$ cat config.mk
export PLATFORM = sky130hd
export DESIGN_NAME = mux_share_arbiter
export DESIGN_NICKNAME = d
export VERILOG_FILES = /design/src/rtl/mux_share_arbiter.sv
export SDC_FILE = /design/constraint.sdc
export NUM_CORES = 1
export LEC_CHECK = 0
export BUFFER_PORTS_ARGS = -buffer_cell sky130_fd_sc_hd__buf_2
export CAP_MARGIN = 25
export CORE_MARGIN = 8
export CORE_UTILIZATION = 44
export CTS_BUF_LIST = sky130_fd_sc_hd__clkbuf_16
export DETAILED_ROUTE_END_ITERATION = 8
export PLACE_DENSITY_LB_ADDON = 0.1
export SLEW_MARGIN = 5
export SYNTH_ARGS = -nofsm -noshare
export SYNTH_HDL_FRONTEND = slang
export SYNTH_SLANG_ARGS = --single-unit
$ cat constraint.sdc
create_clock -name clk -period 2.4 [get_ports clk]
set_input_delay 0.12 -clock clk [delete_from_list [all_inputs] [get_ports clk]]
set_output_delay 0.12 -clock clk [all_outputs]
set_load 0.01 [all_outputs]
$ cat src/rtl/mux_share_arbiter.sv
`default_nettype none
// ============================================================================
// Module   : mux_share_arbiter
// Purpose  : Round-robin owner of a shared 2:1 mux. It registers the grant,
//            the select line and the selected data word with a valid flag.
//            Define MUX_ARB_TIMEOUT_EN to enable a forced handoff after
//            MAX_HOLD cycles of ownership.
// Revision : 1.0 - initial release
// ============================================================================
module mux_share_arbiter #(
   parameter int unsigned DATA_W   = 8,
   parameter int unsigned MAX_HOLD = 16
) (
   input  logic              clk,
   input  logic              reset,
   input  logic [1:0]        req,
   input  logic [DATA_W-1:0] I0,
   input  logic [DATA_W-1:0] I1,
   output logic [1:0]        grant,
   output logic              selection,
   output logic [DATA_W-1:0] Y,
   output logic              y_valid
);

   typedef enum logic [1:0] {
      ST_IDLE = 2'd0,
      ST_OWN0 = 2'd1,
      ST_OWN1 = 2'd2
   } state_t;

   if ((MAX_HOLD < 2) || (MAX_HOLD > 255)) begin : g_hold_range_check
      $error("mux_share_arbiter: MAX_HOLD must be within 2..255");
   end

   state_t              state_q;
   state_t              state_d;
   logic                last_q;
   logic [1:0]          grant_q;
   logic                sel_q;
   logic [DATA_W-1:0]   y_q;
   logic                valid_q;
   logic                timeout_w;

`ifdef MUX_ARB_TIMEOUT_EN
   localparam logic [7:0] C_HOLD_MAX = 8'(MAX_HOLD - 1);

   logic [7:0] hold_q;
   logic [7:0] hold_d;

   // Counter restarts on every change of owner and saturates while held.
   always_comb begin
      hold_d = 8'd0;
      if ((state_d != ST_IDLE) && (state_d == state_q)) begin
         hold_d = (hold_q == C_HOLD_MAX) ? hold_q : hold_q + 8'd1;
      end
   end

   always_ff @(posedge clk) begin
      if (reset) begin
         hold_q <= 8'd0;
      end else begin
         hold_q <= hold_d;
      end
   end

   assign timeout_w = (hold_q == C_HOLD_MAX);
`else
   assign timeout_w = 1'b0;
`endif

   always_comb begin
      state_d = state_q;
      case (state_q)
         ST_IDLE: begin
            case (req)
               2'b01:   state_d = ST_OWN0;
               2'b10:   state_d = ST_OWN1;
               2'b11:   state_d = last_q ? ST_OWN0 : ST_OWN1;
               default: state_d = ST_IDLE;
            endcase
         end
         ST_OWN0: begin
            if (!req[0] || (timeout_w && req[1])) begin
               state_d = req[1] ? ST_OWN1 : ST_IDLE;
            end
         end
         ST_OWN1: begin
            if (!req[1] || (timeout_w && req[0])) begin
               state_d = req[0] ? ST_OWN0 : ST_IDLE;
            end
         end
         default: state_d = ST_IDLE;
      endcase
   end

   // Data is captured through the select that was registered last cycle,
   // so Y always reflects the owner that held the path on the sampling edge.
   always_ff @(posedge clk) begin
      if (reset) begin
         state_q <= ST_IDLE;
         last_q  <= 1'b1;
         grant_q <= 2'b00;
         sel_q   <= 1'b0;
         y_q     <= '0;
         valid_q <= 1'b0;
      end else begin
         state_q <= state_d;
         grant_q <= {state_d == ST_OWN1, state_d == ST_OWN0};
         if (state_d != ST_IDLE) begin
            sel_q  <= (state_d == ST_OWN1);
            last_q <= (state_d == ST_OWN1);
         end
         valid_q <= (state_q != ST_IDLE);
         if (state_q != ST_IDLE) begin
            y_q <= sel_q ? I1 : I0;
         end
      end
   end

   assign grant     = grant_q;
   assign selection = sel_q;
   assign Y         = y_q;
   assign y_valid   = valid_q;

endmodule
`default_nettype wire

==> results of run 1 <==
[state kept, by name, summed over array words and instances, names as in the netlist]
signal / flops
state_q: 2
y_valid: 1
grant: 2
selection: 1
Y: 8
last_q: 1
[synthesized netlist by cell type]
master | number | share of area, %
nor2_1 | 3 | 1.9
and3b_1 | 2 | 3.0
o22ai_1 | 2 | 2.1
nor3_2 | 1 | 1.7
nand2b_1 | 2 | 2.1
inv_1 | 3 | 1.9
mux2i_1 | 8 | 14
a21oi_1 | 2 | 1.7
a221oi_2 | 1 | 2.6
o21bai_1 | 2 | 2.6
a31oi_1 | 1 | 1.1
o21ai_0 | 8 | 6.9
dfxtp_1 | 15 | 51
nand2_1 | 8 | 5.1
clkbuf_2 | 1 | 0.86
nor3b_1 | 1 | 1.3
[worst paths after layout]
path	cells past startpoint	slack [ns]	to	startpoint
worst max-delay path	1	1.20	selection	selection
worst min-delay path	2	0.14	selection	reset
worst max register to register	2	1.20	Y[6]	state_q[0]
worst min register to register	2	0.45	Y[4]	Y[4]
[power breakdown]
group / switching [mW] / internal (mW) / total, mW
registers: 0.0189 / 0.272 / 0.291
clock network: 0.0951 / 0.220 / 0.315
logic: 0.0448 / 0.0463 / 0.0911
total: 0.159 / 0.539 / 0.697
[final cells by class]
| type | count | area [sq um] |
|---|---|---|
| inverters | 3 | 11.3 |
| repair buffers | 31 | 155 |
| well taps | 15 | 18.8 |
| flip-flops and latches | 15 | 300 |
| clock inverters | 1 | 3.75 |
| fillers | 111 | 437 |
| multi-input cells | 41 | 268 |
| clock buffers | 3 | 75.1 |
[kinds of logic (layout without fill, tap and decap cells)]
group | count (synthesis) | after routing | share of synthesized area (%)
buf+inv | 4 | 38 | 2.78
compound gates | 16 | 16 | 16.9
simple gates | 17 | 17 | 15.2
flops | 15 | 15 | 51.4
mux | 8 | 8 | 13.7
[routing by layer]
metal,vias to the layer above,global-route usage (%),wire [microns]
met3,2,8.24,185
met4,0,5.17,10
met2,19,20.0,742
li1,282,-,-
met1,250,11.7,539
met5,-,0,0
[stage by stage]
step | setup WS, ns | std cells | area [sq um]
final | 1.20 | 109 | 832
after global placement | 1.24 | 105 | 753
after detailed placement | 1.20 | 105 | 753
after floorplan | 1.40 | 60 | 584
after CTS | 1.15 | 109 | 832
after global routing | 1.02 | 109 | 832
==> results.cfg, run 1 <==
[yosys]
syn_area_sq_um = 584
synth_cell_types = 16
syn_inst = 60
yosysWarnings = 0
synth.yosys.seq_area_share_pct = 51.4
ys_seq_elements = 15
syn_area_per_cell_sq_um = 9.74
synthesis.nets = 80

[routing]
via_count = 553
firstDrtPassIters = 4
wire_per_inst_microns = 13.6
ant_nets = 0
drcViolationCount = 0
drt_iter0_drc = 3
viasPerCell = 5.07
wl_microns = 1480

[timing]
setup_viol = 0
fin_crit_sh_pct = 50.0
slew-limit-headroom_pct = 64.1
report.final.slew_viol_count = 0
hold_violations = 0
tns_ns = 0
rsz0062_at_grt = false
finalCriticalPeriod_ns = 1.20
holdWs_ns = 0.140
max_freq_mhz = 834
finalClockSkew_ns = 0.00186
worst_pin_slew_ns = 0.538

[grt]
grt_pass1_vias = 549
antenna_found_initial = 0
grt_pass1_wl_microns = 2460
grt_max_degree = 11
grt_use_total_pct = 12.2
overflow = 0

[floorplanning]
start_util_pct = 46.1
die_height_microns = 52.4
fp.dieW_microns = 52.4
io_pins = 32
dieArea_sq_mm = 0.00275
coreArea_sq_mm = 0.00127
num_rows = 13

[critical_path]
worst_ep_arrival_time_ns = 1.08
cp.required_ns = 2.28
cp_num_buf_inv = 1
start_kind = flop
crit_chain = buf_2
cp_max_fo = 10
cp_slowest_cell = dfxtp_1
cp_top_family = flip-flops
path_class = reg2out
cpPeakStageDelay_ns = 0.62
crit_path_end_kind = primary output

[job]
maxCapViolCount = 0

[power]
power_density_mw_per_mm2 = 838
vdd_drop_max_mv = 0.439
leakagePower_nw = 0.404
fin_total_pwr_uw = 697

[cts]
insertion_delay_ns = 0.24
cts.sinks = 15
clockBufferDepth = 2
cts_buffers = 3
cts-resized-gates = 0
cts.root.buffer_cell = clkbuf_16
cts_tree = yes
postCtsHoldBufs = 0
clk_pin_slew_ns = 0.05
h-tree-depth = 1
post-cts-setup-buffers = 0

[layout]
num_antenna_cells = 0
drive_gt1_share_pct = 38.3
fin_util_pct = 65.6
final_cell_mix = 31 x buf_2, 15 x dfxtp_1, 8 x mux2i_1, 8 x nand2_1, 8 x o21ai_0
syn_to_final_growth_pct = 42.4
fin_nets = 115
final_common_cell = buf_2

[placement]
hpwl_microns = 1110
port_buffers = 31
place.gp.congestion = 0.675

[status]
outcome = completed

[hold_path]
min_path_type = in2reg
Note: power is estimated with default switching activity, not from simulation.
==> inputs of run 2 (changes only) <==
- CORE_UTILIZATION: 44 -> 37
- clock period: 2.4 -> 1.1 ns (I/O delays scaled with it)
==> results.cfg, run 2 (synthesis gave the netlist of run 1 again) <==
[status]
outcome = completed

[hold_path]
whs_path_depth = 2
min_path_type = in2reg

[cts]
cts.sinks = 15
cts.root.buffer_cell = clkbuf_16
h-tree-depth = 1
post-cts-setup-buffers = 0
cts_tree = yes
insertion_delay_ns = 0.24
cts_buffers = 3
clockBufferDepth = 2
clk_pin_slew_ns = 0.04

[timing]
holdWs_ns = 0.0886
slew-limit-headroom_pct = 81.0
report.final.slew_viol_count = 0
fin_crit_sh_pct = 92.7
tns_ns = 0
hold_violations = 0
rsz0062_at_grt = false
finalCriticalPeriod_ns = 1.02
finalClockSkew_ns = 0.00351
max_freq_mhz = 981
setup_viol = 0
worst_pin_slew_ns = 0.284

[layout]
multiInputGateArea_sq_um = 279
drive_gt1_share_pct = 44.4
final_cell_mix = 31 x buf_2, 14 x dfxtp_1, 8 x mux2i_1, 8 x nand2_1, 8 x o21ai_0
register_area_sq_um = 302
num_antenna_cells = 0
fin_nets = 120
fin_cells = 115
syn_to_final_growth_pct = 51.2
fillCellCount = 151
largest_register_ff_count = 8
final_common_cell = buf_2

[critical_path]
worst_ep_arrival_time_ns = 1.17
path_class = reg2reg
start_kind = flop
cp.required_ns = 1.25
cp_max_fo = 7
crit_path_end_kind = flop
r2r_slack_ns = 0.08
reg2reg_depth = 3

[grt]
grt_use_total_pct = 9.09
grt_pass1_wl_microns = 2410
antenna_found_initial = 0
grt_max_degree = 9
grt_pass1_vias = 555
overflow = 0

[floorplanning]
io_pins = 32
dieArea_sq_mm = 0.00311
coreArea_sq_mm = 0.00149
fp.dieW_microns = 55.7
start_util_pct = 39.2
die_height_microns = 55.7
num_rows = 14

[routing]
wl_microns = 1480
drcViolationCount = 0
via_count = 562
ant_nets = 0
drt_iter0_drc = 3
firstDrtPassIters = 4
viasPerCell = 4.89
wire_per_inst_microns = 12.9

[placement]
hpwl_microns = 1140
place.gp.congestion = 0.708
port_buffers = 31
place_inst = 111

[power]
clockPowerShare_pct = 44.1
leakagePower_nw = 0.432
power_density_mw_per_mm2 = 1740
sw_frac_of_total_pct = 22.4
internal_power_mw = 1.20
seqPwrFrac_pct = 40.5
vdd_drop_max_mv = 0.796
switchingPower_uw = 345
pwr-share-comb_pct = 15.4
fin_total_pwr_mw = 1.54

[job]
maxCapViolCount = 0
## run 2: per-layer routing
layer | global-route usage, % | up-vias | share of wire, %
li1 | - | 289 | -
met1 | 10.2 | 253 | 42
met2 | 14.6 | 18 | 49
met3 | 4.34 | 2 | 7.9
met4 | 3.17 | 0 | 0.47
met5 | 0 | - | 0
## run 2: through the flow
step                setup WS [ns]  util (%)  cell area (sq um)
floorplan                  0.0952         -                584
global placement           0.0825      53.2                792
detailed placement         0.0498      53.2                792
CTS                        0.0132      58.5                871
global route               0.0116      59.3                883
finish                     0.0802      59.3                883
## run 2: worst max-delay path, stage by stage, from the launching register on
cell and delay (ns):
dfxtp_2 0.38, nand2b_1 0.13, a31oi_2 0.12, a221oi_2 0.29
## run 2: power by group through the flow
stage | clock, mW | combinational [mW] | sequential, mW
2_1_floorplan | 0 | 0.0979 | 0.650
3_3_place_gp | 0 | 0.233 | 0.631
3_5_place_dp | 0 | 0.236 | 0.633
4_1_cts | 0.700 | 0.237 | 0.623
5_1_grt | 0.727 | 0.263 | 0.630
6_report | 0.680 | 0.237 | 0.624
## run 2: what timing repair did
item	CTS	global route
hold buffers	0	0
endpoints found under the hold margin	0	0
endpoints found under the setup margin	0	1
gates resized for setup	0	3
## run 2: layout make-up
cell class                      instances  share of cell area (%)
Tap cell                               16                    2.27
Clock inverter                          1                   0.425
Multi-Input combinational cell         41                    31.6
Inverter                                3                    1.27
Clock buffer                            3                    8.50
Sequential cell                        15                    34.1
Timing Repair Buffer                   36                    21.8
## run 2: final timing paths
path                                 start          to
worst max-delay path            state_q[1]   selection
worst min-delay path                 reset  state_q[1]
worst max register to register  state_q[1]   selection
worst min register to register        Y[0]        Y[0]
==> inputs of run 3 (changes only) <==
- CORE_UTILIZATION: 37 -> 41
- SKIP_LAST_GASP: unset -> 1
- clock period: 1.1 -> 1.15 ns (I/O delays scaled with it)
==> results.cfg, run 3 (synthesis gave the netlist of run 1 again) <==
[critical_path]
cpPeakStageDelay_ns = 0.43
path_class = reg2reg
cp_max_fo = 7
worst_ep_arrival_time_ns = 1.17
cp.required_ns = 1.26
crit_path_end_kind = flop
start_kind = flop
crit_chain = inv_1 -> a31oi_1 -> a221oi_2
cp_slowest_cell = dfxtp_1

[routing]
drcViolationCount = 0
viasPerCell = 4.79
drt_iter0_drc = 10
ant_nets = 0
wl_microns = 1510
via_count = 551
firstDrtPassIters = 2
wire_per_inst_microns = 13.1

[grt]
overflow = 0
grt_pass1_vias = 509
grt_use_total_pct = 10.6
antenna_found_initial = 0
grt_pass1_wl_microns = 2210
grt_max_degree = 10

[power]
switchingPower_uw = 348
vdd_drop_max_mv = 0.952
seqPwrFrac_pct = 39.8
pwr-share-comb_pct = 15.3
power_density_mw_per_mm2 = 1700
leakagePower_nw = 0.433
sw_frac_of_total_pct = 23.2
clockPowerShare_pct = 45.0
internal_power_mw = 1.15

[status]
outcome = completed

[floorplanning]
dieArea_sq_mm = 0.00289
num_rows = 13
die_height_microns = 53.8
io_pins = 32
start_util_pct = 44.3
fp.dieW_microns = 53.8
coreArea_sq_mm = 0.00132

[cts]
clk_pin_slew_ns = 0.05
post-cts-setup-buffers = 0
cts_buffers = 3
h-tree-depth = 1
insertion_delay_ns = 0.24
postCtsHoldBufs = 0
cts_tree = yes
cts.root.buffer_cell = clkbuf_16
cts.sinks = 15
clockBufferDepth = 2

[timing]
fin_crit_sh_pct = 91.5
worst_pin_slew_ns = 0.327
finalClockSkew_ns = 0.00131
hold_violations = 0
slew-limit-headroom_pct = 78.1
report.final.slew_viol_count = 0
rsz0062_at_grt = false
finalCriticalPeriod_ns = 1.05
setup_viol = 0
max_freq_mhz = 950
tns_ns = 0

[hold_path]
min_path_type = in2reg

[job]
maxCapViolCount = 0

[layout]
drive_gt1_share_pct = 44.0
fillCellCount = 115
final_cell_mix = 31 x buf_2, 14 x dfxtp_1, 8 x mux2i_1, 8 x nand2_1, 8 x o21ai_0
final_common_cell = buf_2
largest_register_ff_count = 8
num_antenna_cells = 0
fin_util_pct = 66.8
fin_nets = 121
fin_cells = 115
postLayoutCellArea_sq_um = 880
syn_to_final_growth_pct = 50.5

[placement]
place_inst = 111
placed_cell_area_sq_um = 798
place.gp.congestion = 0.752
hpwl_microns = 1220
port_buffers = 31
==> run 3: cell types whose count changed in the layout (fill, tap and decap cells not counted) <==
cell | before | now
inv_1 | 4 | 3
buf_4 | 5 | 6
nor3b_2 | 1 | 0
a31oi_1 | 0 | 1
a31oi_2 | 1 | 0
nor3b_1 | 0 | 1
clkinv_2 | 0 | 1
==> run 3: through the flow <==
stage	worst slack [ns]	hold slack, ns	power, mW
3_3_place_gp	0.130	0.324	0.831
6_report	0.0976	0.0747	1.50
2_1_floorplan	0.145	0.124	0.716
3_5_place_dp	0.0821	0.326	0.837
5_1_grt	0.0333	0.0926	1.56
4_1_cts	0.0720	0.0696	1.51
==> run 3: power by group through the flow <==
stage	clock network (mW)	logic [mW]	registers, mW
3_3_place_gp	0	0.227	0.603
2_1_floorplan	0	0.0937	0.622
4_1_cts	0.682	0.233	0.595
5_1_grt	0.703	0.253	0.602
6_report	0.674	0.229	0.596
3_5_place_dp	0	0.232	0.605
==> run 3: final cells by class <==
class	instances	area, sq um	area share [%]
clock buffers	3	75.1	8.53
clock inverters	1	5.00	0.569
inverters	3	11.3	1.28
multi-input cells	41	268	30.4
flip-flops and latches	15	302	34.3
well taps	15	18.8	2.13
repair buffers	37	200	22.8
==> run 3: worst max-delay path, delay by kind of cell, from the launching register on <==
family	cells	cell delay [ns]
AO/OA/AOI/OAI	2	0.43
buffers and inverters	1	0.06
flip-flops	1	0.43
==> run 3: timing repair <==
| item | 4_1_cts | 5_1_grt |
|---|---|---|
| hold endpoints to repair | 0 | 0 |
| setup endpoints to repair | 0 | 1 |
| gates resized for setup | 0 | 1 |
==> run 3: final timing paths <==
kind	start	endpoint	slack, ns	depth (start not counted)
setup / recovery	state_q[0]	selection	0.1	3
hold / removal	req[0]	selection	0.07	2
setup reg to reg	state_q[0]	selection	0.1	3
hold reg to reg	Y[4]	Y[4]	0.44	2
==> run 3: layer usage <==
metal | vias to the layer above | routed length, microns | GRT usage (%)
li1 | 291 | - | -
met1 | 241 | 594 | 10.7
met2 | 17 | 716 | 17.2
met3 | 2 | 185 | 5.23
met4 | 0 | 10 | 6.30
met5 | - | 0 | 0
